$ cat src/rtl/minbd_injector.sv
// MinBD local injection unit: queues core packets and drops them into empty router input slots.
// Optional starvation detection is enabled by defining MINBD_INJ_STARVE_EN.
module minbd_injector #(
    parameter int unsigned FLIT_W       = 11,
    parameter int unsigned DEPTH        = 4
`ifdef MINBD_INJ_STARVE_EN
    ,
    parameter int unsigned STARVE_LIMIT = 8
`endif
) (
    input  logic                      clk,
    input  logic                      rst_n,
    input  logic                      core_valid,
    output logic                      core_ready,
    input  logic [3:0]                core_dest,
    input  logic [5:0]                core_data,
    input  logic [FLIT_W-1:0]         link_in,
    output logic [FLIT_W-1:0]         link_out,
    output logic                      inj_fire,
`ifdef MINBD_INJ_STARVE_EN
    output logic                      starve,
`endif
    output logic [$clog2(DEPTH):0]    fifo_count
);

    localparam int unsigned PTR_W = $clog2(DEPTH);
    localparam int unsigned CNT_W = PTR_W + 1;
    localparam int unsigned ENT_W = FLIT_W - 1;

    typedef struct packed {
        logic [3:0] dest;
        logic [5:0] data;
    } inj_entry_t;

`ifdef MINBD_INJ_STARVE_EN
    typedef enum logic [1:0] {ST_IDLE, ST_PEND, ST_STARVED} state_t;
`else
    typedef enum logic [0:0] {ST_IDLE, ST_PEND} state_t;
`endif

    state_t             state;
    state_t             state_nxt;
    inj_entry_t         mem [DEPTH];
    logic [PTR_W-1:0]   wr_ptr;
    logic [PTR_W-1:0]   rd_ptr;
    logic               link_busy;
    logic               fifo_empty;
    logic               push;
    logic               pop;
    logic               last_pop;

    assign core_ready = (fifo_count != CNT_W'(DEPTH));
    assign link_busy  = link_in[FLIT_W-1];
    assign fifo_empty = (fifo_count == '0);
    assign push       = core_valid && core_ready;
    assign pop        = !link_busy && !fifo_empty;
    assign last_pop   = pop && !push && (fifo_count == CNT_W'(1));

`ifdef MINBD_INJ_STARVE_EN
    logic [3:0] blk_cnt;

    // Counts consecutive cycles a queued packet is denied a slot.
    always_ff @(posedge clk or negedge rst_n) begin
        if (!rst_n) begin
            blk_cnt <= '0;
        end else if (fifo_empty || pop) begin
            blk_cnt <= '0;
        end else if (link_busy && (blk_cnt != 4'(STARVE_LIMIT))) begin
            blk_cnt <= blk_cnt + 4'(1);
        end
    end
`endif

    always_ff @(posedge clk or negedge rst_n) begin
        if (!rst_n) begin
            state <= ST_IDLE;
`ifdef MINBD_INJ_STARVE_EN
            starve <= 1'b0;
`endif
        end else begin
            state <= state_nxt;
`ifdef MINBD_INJ_STARVE_EN
            starve <= (state_nxt == ST_STARVED);
`endif
        end
    end

    always_comb begin
        state_nxt = state;
        case (state)
            ST_IDLE: begin
                if (push) state_nxt = ST_PEND;
            end
            ST_PEND: begin
                if (last_pop) begin
                    state_nxt = ST_IDLE;
`ifdef MINBD_INJ_STARVE_EN
                end else if (!pop && (blk_cnt == 4'(STARVE_LIMIT))) begin
                    state_nxt = ST_STARVED;
`endif
                end
            end
`ifdef MINBD_INJ_STARVE_EN
            ST_STARVED: begin
                if (pop) state_nxt = last_pop ? ST_IDLE : ST_PEND;
            end
`endif
            default: state_nxt = ST_IDLE;
        endcase
    end

    // Storage array carries no reset; occupancy is tracked by the pointers and count.
    always_ff @(posedge clk) begin
        if (push) mem[wr_ptr] <= inj_entry_t'({core_dest, core_data});
    end

    always_ff @(posedge clk or negedge rst_n) begin
        if (!rst_n) begin
            wr_ptr     <= '0;
            rd_ptr     <= '0;
            fifo_count <= '0;
        end else begin
            if (push) wr_ptr <= wr_ptr + PTR_W'(1);
            if (pop)  rd_ptr <= rd_ptr + PTR_W'(1);
            fifo_count <= fifo_count + CNT_W'(push) - CNT_W'(pop);
        end
    end

    // In-flight flits always win the slot; idle slots never leak stale payload bits.
    always_ff @(posedge clk or negedge rst_n) begin
        if (!rst_n) begin
            link_out <= '0;
            inj_fire <= 1'b0;
        end else if (link_busy) begin
            link_out <= link_in;
            inj_fire <= 1'b0;
        end else if (pop) begin
            link_out <= {1'b1, ENT_W'(mem[rd_ptr])};
            inj_fire <= 1'b1;
        end else begin
            link_out <= '0;
            inj_fire <= 1'b0;
        end
    end

endmodule

$ cat config.mk
export PLATFORM = sky130hd
export DESIGN_NAME = minbd_injector
export DESIGN_NICKNAME = d
export VERILOG_FILES = /design/src/rtl/minbd_injector.sv
export SDC_FILE = /design/constraint.sdc
export NUM_CORES = 1
export LEC_CHECK = 0
export CORE_AREA = 2 2 74 76
export CTS_CLUSTER_DIAMETER = 150
export DETAILED_ROUTE_END_ITERATION = 6
export DIE_AREA = 0 0 76 78
export PLACE_DENSITY = 0.81
export SLEW_MARGIN = 30
export SYNTH_ARGS = -nofsm -noshare
export SYNTH_HDL_FRONTEND = slang
export SYNTH_SLANG_ARGS = --single-unit
$ cat constraint.sdc
create_clock -name clk -period 2.4 [get_ports clk]
set_clock_uncertainty 0.1 [all_clocks]
set_input_delay 0.36 -clock clk [delete_from_list [all_inputs] [get_ports clk]]
set_output_delay 0.36 -clock clk [all_outputs]
set_load 0.02 [all_outputs]
==> out/qor.yml <==
sta:
  hold_viol: 0
  max_freq_mhz: 436.4
  tightest_slew_ns: 0.4928
  min_period_over_period_pct: 95.48
  finalSetupViolations: 0
  fin_crit_ns: 2.291
  finalSetupTns_ns: 0
  relSlewSlack_pct: 67.15
  finalMaxSlewViolations: 0
  rsz0062_at_grt: "false"
finish:
  fin_nets: 198
  diodes: 0
  drive_above_1_share_pct: 25.58
  postLayoutCellArea_um2: 2962
  area_growth_pct: 30.85
logic_synthesis:
  ys_ff_latch: 59
  synth_seq_area_share_pct: 74.07
  synth-edff-count: 40
  ys_types: 20
  netlist_top_cells_area: "edfxtp_1, dfrtp_1, mux4_2"
  synth_nets: 143
  synth_top_area_share_pct: 53.07
  syn_area_um2: 2263
  ys_top_cells_by_count: "edfxtp_1, dfrtp_1, a22o_1, mux4_2"
  netlist_instances: 112
  ys.flop_type: "edfxtp_1"
  yosysTopAreaCell: "edfxtp_1"
  avgSynthCellArea_um2: 20.21
  yosysWarnings: 0
  synth.most_common_cell: "edfxtp_1"
  synthArstFlopShare_pct: 32.20
critical_path:
  worstRegToRegCells: 10
  worstPathRequired_ns: 2.51
  r2r-start: "fifo_count[0]$_DFF_PN0_"
  critPathLaunch: "fifo_count[0]$_DFF_PN0_"
  crit_fanout: 4
  cp_cell_sequence: "or3b_4 > and2_4 > inv_1 > ha_1 > inv_1 > ha_1 > inv_1 > fa_2 > xnor2_2 > xnor2_1"
  r2r_slack_ns: 0.11
  timing.rr.end: "fifo_count[2]$_DFF_PN0_"
  path_class: "reg2reg"
  max_stage_delay_ns: 0.43
  end_kind: "flop"
  crit_arrival_ns: 2.40
  slowest_stage: "dfrtp_2"
  path_common_cell: "inv_1"
  startpoint_type: "flop"
cts:
  clock-sinks: 59
  clk_pin_slew_ns: 0.06
  cts_buffers: 9
  cts.path.max_buffers: 2
  clk_latency_ns: 0.33
  cts_hold_buffers: 0
  htreeDepth: 3
  cts_root_buf: "clkbuf_8"
  cts_tree: "done"
place:
  placedInstanceArea_um2: 2783
  port_buffers: 39
  place.gp.congestion: 0.7231
  dpl.hpwl_um: 2709
global_route:
  antenna_found_initial: 0
  grt_max_degree: 20
  grt_pass1_wl_um: 6361
  grt_overflow: 0
  grtUsageTotal_pct: 14.87
  grt_pass1_vias: 1308
floorplanning:
  rows: 26
  die_area_um2: 5928
  core_um2: 5042
  die_h_um: 78
  initial_core_util_pct: 44.89
  fp.dieW_um: 76
  ios: 40
pwr:
  combPwrFrac_pct: 33.3
  switching_share_pct: 29.61
  power_frac_clock_pct: 22.0
  ir_drop_uv: 573.5
  p_int_uw: 2398
  power.switching_uw: 1009
  cellPowerDensity_nw_per_um2: 1151
  p_seq_share_pct: 44.7
  p_leak_uw: 0.001119
detailed_routing:
  initialDrtViolationCount: 83
  drtAntennaViolNets: 0
  dr.pass1.iters: 4
  wirelength_um: 3926
  drc: 0
  via_per_inst: 4.913
  wl_per_cell_um: 16.22
  route.vias.total: 1189
min_path:
  hp-class: "in2async"
run:
  drv_cap: 0
status:
  status: "completed"
[worst max-delay path by stage]
stage / slack (ns) / endpoint
6_report: 0.11 / fifo_count[2]$_DFF_PN0_
5_1_grt: 0.02 / fifo_count[2]$_DFF_PN0_
4_1_cts: 0.006 / fifo_count[2]$_DFF_PN0_
3_5_place_dp: 0.002 / fifo_count[2]$_DFF_PN0_
3_3_place_gp: 0.06 / fifo_count[2]$_DFF_PN0_
2_1_floorplan: 0.02 / fifo_count[2]$_DFF_PN0_
[through the flow]
stage | cells | total power, uW | utilization (%) | setup slack [ns] | hold WS (ns)
final | 242 | 3407 | 58.73 | 0.1085 | 0.2615
after global routing | 242 | 3606 | 58.73 | 0.02307 | 0.2944
after CTS | 241 | 3426 | 58.44 | 0.006488 | 0.2564
after detailed placement | 225 | 2670 | 55.19 | 0.002068 | 0.4471
after global placement | 225 | 2598 | 55.19 | 0.06439 | 0.4222
after floorplan | 112 | 2228 | - | 0.02356 | -0.03559
[layout make-up]
| cell class | count | area [um^2] |
|---|---|---|
| flip-flops and latches | 59 | 1680 |
| clock buffers | 13 | 148.9 |
| repair buffers | 48 | 457.9 |
| inverters | 6 | 22.52 |
| fillers | 389 | 2081 |
| multi-input cells | 43 | 549.3 |
| well taps | 70 | 87.58 |
| clock inverters | 3 | 15.01 |
[power groups by stage]
stage | clock network, uW | logic, uW | registers [uW]
final | 750 | 1140 | 1520
after global routing | 820 | 1230 | 1550
after floorplan | 0 | 622 | 1610
after CTS | 774 | 1130 | 1530
after global placement | 0 | 1070 | 1530
after detailed placement | 0 | 1120 | 1550
[worst max-delay path, delay by kind of cell (launching register included)]
kind	cells	cell delay [ns]
adder cells (fa/ha/maj)	3	0.70
XOR/XNOR	2	0.28
flip-flops	1	0.43
buffers and inverters	3	0.15
AND/OR/NAND/NOR	2	0.53
[state kept, by name (all words and copies together), names as in the netlist]
register / flops
rd_ptr: 2
fifo_count: 3
link_out: 11
mem: 40
inj_fire: 1
wr_ptr: 2
[cell usage in the layout (no fill, tap or decap)]
master and instances:
clkdlybuf4s50_1 39, xnor2_2 1, ha_1 6, dfrtp_2 3
and3_2 4, nor3_1 1, xnor2_1 2, clkinv_2 3
or3b_4 1, and2_4 1, inv_1 6, clkbuf_1 3
dfrtp_1 16, a22o_1 10, buf_4 9, edfxtp_1 40
xor2_1 2, mux4_2 10, mux2_4 1, nor3b_1 1
clkbuf_8 10, nor2_1 1, fa_2 1, nand2b_1 1
[what timing repair did]
item | CTS | global route
endpoints found under the setup margin | 0 | 1
resized for setup | 0 | 1
setup buffers | 0 | 1
hold endpoints to repair | 0 | 0
[layer usage]
| layer | global-route usage, % | share of wire (%) | vias up |
|---|---|---|---|
| met5 | 0 | 0 | - |
| met4 | 6.545 | 1.2 | 0 |
| met3 | 4.884 | 5.1 | 5 |
| met2 | 25.00 | 54 | 37 |
| met1 | 17.62 | 40 | 604 |
| li1 | - | - | 543 |
[logic make-up after synthesis]
kind of cell	Yosys count	synth area share [%]
mux	11	10.61
buf+inv	10	2.100
simple gates	10	3.206
flops	59	74.07
xor+xnor	5	1.935
fa+ha+maj	7	4.201
compound gates	10	3.869
Note: power is estimated with default switching activity, not from simulation.
==> variant 1 (same settings) <==
The option `MINBD_INJ_STARVE_EN` is turned on by a define.
--- a/src/rtl/minbd_injector.sv
+++ b/src/rtl/minbd_injector.sv
@@ -2,2 +2,4 @@
 // Optional starvation detection is enabled by defining MINBD_INJ_STARVE_EN.
+`define MINBD_INJ_STARVE_EN
+
 module minbd_injector #(
Formal check against the unedited RTL (old outputs only; new: starve): equivalent (equiv_simple and equiv_induct, registers matched by name and starting in step).
==> variant 1 against the original RTL <==
  * Wire length up 20%
  * Sequential cell count up 7
  * Power up 9.0%
  * Count of clock-buffer cells in the layout down 3
  * Setup slack better by 59 ps
  * Synthesized area up 16%
  * Worst hold slack better by 42 ps
  * Utilization up 7.0 points
  * First-iteration DRC count up 7.2%
  * Cell area up 12%
  * Critical endpoint unchanged
  * Largest power group unchanged
==> variant 1: results (changes against the original RTL) <==
| Metric | Value |
|---|---|
| Fraction of area in registers | 55.9% (-0.79 points) |
| Synth async-reset ratio | 39.4% (+7.2 points) |
| Met3 usage | 5.93% (+1.0 points) |
| Comb_multi_in | 67 (+56%) |
| Total Wirelength | 4710 µm (+20%) |
| Power drawn by the combinational cells | 1.10 mW (-4%) |
| Status | finished clean |
| Worst-path clk slew | 70 ps |
| Static leakage | 1.27 nW (+13%) |
| Post-synthesis sequential area ratio | 70.8% (-3.3 points) |
| CP bufs+invs | 2 (-1) |
| CP Max Fanout | 6 (+2) |
| CP max stage delay | 430 ps (about the same) |
| M1 GR Usage | 20.0% (+2.4 points) |
| Routability cong. | 0.702 (-2.9%) |
| Clk tree area frac | 5.59% (+0.053 points) |
| M1 WL | 1930 µm (+22%) |
| Sw Ratio | 30.5% (+0.88 points) |
| Buffers excl. clock | 47 (-2.1%) |
| Synth top cells by count | edfxtp_1 (40), dfrtp_1 (26), a22o_1 (10), inv_1 (9) |
| Fillers | 354 (-9.0%) |
| Maximum VDD drop | 0.510 mV (-11%) |
| Largest net degree at the start of global routing | 27 (+35%) |
| Post CTS Setup Buffer Count | 0 (unchanged) |
| Distinct cells, synth | 30 (+50%) |
| Arrival time worst endpoint | 2350 ps (-50 ps) |
| Initial drt markers | 89 (+7.2%) |
| Vias in the first global route | 1546 (+18%) |
| Worst r2r src | fifo_count[1] |
| H-tree depth | 3 (unchanged) |
| Clock group power | 872 µW (+16%) |
| First-pass GRT wire length | 7580 µm (+19%) |
| # clk buffers | 10 (-3) |
| Worst slack, placed | -26.6 ps (-28.7 ps) |
| Top flop regs | mem (40), link_out (11), blk_cnt (4) |
| Pwr/cell area | 1120 nW/µm² (-2.6%) |
| Multi-input gate area | 701 µm² (+28%) |
| Slowest CP cell | dfrtp_2 |
| Top post-synthesis cells by area | edfxtp_1 (46%), dfrtp_1 (25%), mux4_2 (6.9%), ha_1 (3.8%), a22o_1 (3.3%) |
| DP Wirelength | 3180 µm (+17%) |
| Min cycle time layout | 2230 ps (-58.9 ps) |
| Post-cts sizing count | 0 (unchanged) |
| Nets | 233 (+18%) |
| Met3 WL | 218 µm (+9.5%) |
| Buffer share of cell area | 13.7% (-1.8 points) |
| Post-Syn Nets | 180 (+26%) |
| Post-DR vias/cell | 5.27 (+7.2%) |
| Signal inverters | 9 (+3) |
| Grt met2 use | 30.6% (+5.6 points) |
| Worst slew margin | 56.6% (-11 points) |
| Wire length on met2 | 2490 µm (+18%) |
| Proportion of layout cells with a drive suffix above 1 | 16.6% (-9.0 points) |
| Reg-to-reg slack, setup | 170 ps (+60 ps) |
| Buffers added on ports | 40 (+2.6%) |
| All-Layer GR Usage | 17.7% (+2.8 points) |
| Count of flip-flops and latches | 66 (+12%) |
## variant 1: cell count changes after synthesis, moves of 3 or more
| cell | change |
|---|---|
| and3_1 | +4 |
| inv_1 | +3 |
| dfrtp_1 | +7 |
| and3_2 | -4 |
| nor2_1 | +4 |
## variant 1: metrics by stage
step / util, % / setup TNS (ps) / instance area, µm² / cells / hold slack, ps
5_1_grt: 65.7 / 0 / 3310 / 275 / 314
6_report: 65.7 / 0 / 3310 / 275 / 303
4_1_cts: 65.7 / 0 / 3310 / 275 / 307
3_3_place_gp: 62.1 / 0 / 3130 / 259 / 412
3_5_place_dp: 62.1 / -26.6 / 3130 / 259 / 427
2_1_floorplan: - / 0 / 2620 / 147 / -35.6
## variant 1: cells by family (layout without fill, tap and decap cells)
group	after synthesis	after routing	synth area share, %
xor+xnor	8	8	2.68
simple gates	24	24	5.26
flops	66	66	70.8
fa+ha+maj	9	9	4.59
mux	12	12	9.71
buf+inv	14	72	2.39
compound gates	14	14	4.55
==> variant 2 (config.mk and constraints unchanged) <==
Without the edit above. Register the output `fifo_count` once more, cleared by the reset; this adds one clock of latency there. The other outputs are not delayed to match.
--- a/src/rtl/minbd_injector.sv
+++ b/src/rtl/minbd_injector.sv
@@ -34,2 +34,4 @@
 
+    logic [$clog2(DEPTH):0] fifo_count_s0;
+
 `ifdef MINBD_INJ_STARVE_EN
@@ -51,8 +53,8 @@
 
-    assign core_ready = (fifo_count != CNT_W'(DEPTH));
+    assign core_ready = (fifo_count_s0 != CNT_W'(DEPTH));
     assign link_busy  = link_in[FLIT_W-1];
-    assign fifo_empty = (fifo_count == '0);
+    assign fifo_empty = (fifo_count_s0 == '0);
     assign push       = core_valid && core_ready;
     assign pop        = !link_busy && !fifo_empty;
-    assign last_pop   = pop && !push && (fifo_count == CNT_W'(1));
+    assign last_pop   = pop && !push && (fifo_count_s0 == CNT_W'(1));
 
@@ -120,3 +122,3 @@
             rd_ptr     <= '0;
-            fifo_count <= '0;
+            fifo_count_s0 <= '0;
         end else begin
@@ -124,3 +126,3 @@
             if (pop)  rd_ptr <= rd_ptr + PTR_W'(1);
-            fifo_count <= fifo_count + CNT_W'(push) - CNT_W'(pop);
+            fifo_count_s0 <= fifo_count_s0 + CNT_W'(push) - CNT_W'(pop);
         end
@@ -145,2 +147,10 @@
 
+    always_ff @(posedge clk or negedge rst_n) begin
+        if (!rst_n) begin
+            fifo_count <= '0;
+        end else begin
+            fifo_count <= fifo_count_s0;
+        end
+    end
+
 endmodule
Check against the original RTL: not equivalent (Yosys sat finds a counterexample within 4 cycles, from zero or initial values and one cycle with rst_n low).
==> variant 2 against the original RTL <==
  * Cell area grew 5.4%
  * First-iteration DRC count shrank 33%
  * Clock power grew 25%
  * Power grew 11%
  * Die area is the same
  * Synthesized area grew 3.3%
  * Setup slack lost 32 ps
  * Sequential power grew 5%
  * Sequential cell count grew 3
  * Critical endpoint is now fifo_count_s0[2]
  * Wire length grew 9.4%
==> variant 2: results (changes against the original RTL) <==
| Metric | Value |
|---|---|
| Status | finished clean |
| Static leakage | 1.18 nW (+5.6%) |
| Fillers | 362 (-6.9%) |
| Post-DR vias/cell | 5.01 (+2.0%) |
| Top flop regs | mem (40), link_out (11) |
| Vias in the first global route | 1356 (+3.7%) |
| Initial drt markers | 56 (-33%) |
| Largest net degree at the start of global routing | 23 (+15%) |
| Nets | 203 (+2.5%) |
| Maximum VDD drop | 0.674 mV (+18%) |
| DP Wirelength | 2810 µm (+3.8%) |
| Post-synthesis sequential area ratio | 74.9% (+0.83 points) |
| Slowest CP cell | or3b_4 |
| Routability cong. | 0.672 (-7.1%) |
| Detailed-route wire length per cell | 17.4 µm (+7.2%) |
| Adder-cell share of the synthesized area | 4.07% (-0.13 points) |
| Cell count after synthesis | 115 (+2.7%) |
| Synth top cells by count | edfxtp_1 (40), dfrtp_1 (22), a22o_1 (10), mux4_2 (10) |
| Post-synthesis mux area share | 10.3% (-0.34 points) |
| Post-Syn Nets | 146 (+2.1%) |
| Total Wirelength | 4300 µm (+9.4%) |
| All-Layer GR Usage | 16.1% (+1.2 points) |
| Reg-to-reg slack, setup | 80 ps (-30 ps) |
| Capture point of the worst reg-to-reg path | fifo_count_s0[2] |
| Worst-margin pin slew | 534 ps (+41.4 ps) |
| First-pass GRT wire length | 6830 µm (+7.4%) |
| Worst r2r src | fifo_count_s0[0] |
| Compound-Gate Fraction of Synth Area | 3.75% (-0.12 points) |
| Xor/xnor share of the synthesized area | 1.87% (-0.062 points) |
-- variant 2: power by group --
part	total (mW)	switching [mW]	internal (mW)
combinational	1.24	0.569	0.670
clock	0.939	0.367	0.572
sequential	1.60	0.149	1.45
-- variant 2: cell type report --
type                       instances  area (µm²)  share of cell area (%)
clock buffer                      10         128                    4.09
inverter                           6        25.0                   0.802
timing repair buffer              50         473                    15.2
multi-input combinational         43         579                    18.6
clock inverter                     6        76.3                    2.45
tap                               70        87.6                    2.81
sequential                        62        1750                    56.1
-- variant 2: cell families after synthesis --
logic type / after synthesis
AO/OA/AOI/OAI: 10
multiplexers: 11
flip-flops: 62
AND/OR/NAND/NOR: 10
buffers and inverters: 10
adder cells (fa/ha/maj): 7
XOR/XNOR: 5
-- variant 2: worst max-delay path by stage --
stage	startpoint	to	cells past startpoint
floorplan	fifo_count_s0[1]	fifo_count_s0[2]	10
global placement	core_valid	fifo_count_s0[2]	10
detailed placement	core_valid	fifo_count_s0[2]	10
CTS	fifo_count_s0[1]	fifo_count_s0[2]	10
global route	fifo_count_s0[0]	fifo_count_s0[2]	10
finish	fifo_count_s0[0]	fifo_count_s0[2]	10
-- variant 2: per-layer routing --
metal / track usage, % / routed length (µm) / part of all wire (%)
met1: 16.7 / 1660 / 39
met2: 28.8 / 2310 / 54
met3: 5.81 / 247 / 5.8
met4: 8.18 / 83 / 1.9
met5: 0 / 0 / 0
-- variant 2: metrics by stage --
step,setup TNS (ps),hold WS (ps),worst slack (ps)
3_5_place_dp,-51.2,330,-51.2
2_1_floorplan,0,-35.6,6.85
3_3_place_gp,0,310,41.9
6_report,0,278,76.8
5_1_grt,0,304,9.54
4_1_cts,0,280,16.9
-- variant 2: worst reg2reg max path: stages, from the launching register on --
cell and delay [ps]:
dfrtp_1 400, or3b_4 420, and2_4 160, inv_4 50
ha_4 190, inv_2 60, ha_4 120, inv_2 30
fa_2 390, xnor2_2 150, xnor2_1 130
-- variant 2: what timing repair did --
item,in CTS,in global routing
buffers inserted,1,1
setup endpoints to repair,1,1
resized for setup,1,9
pin swaps,0,5
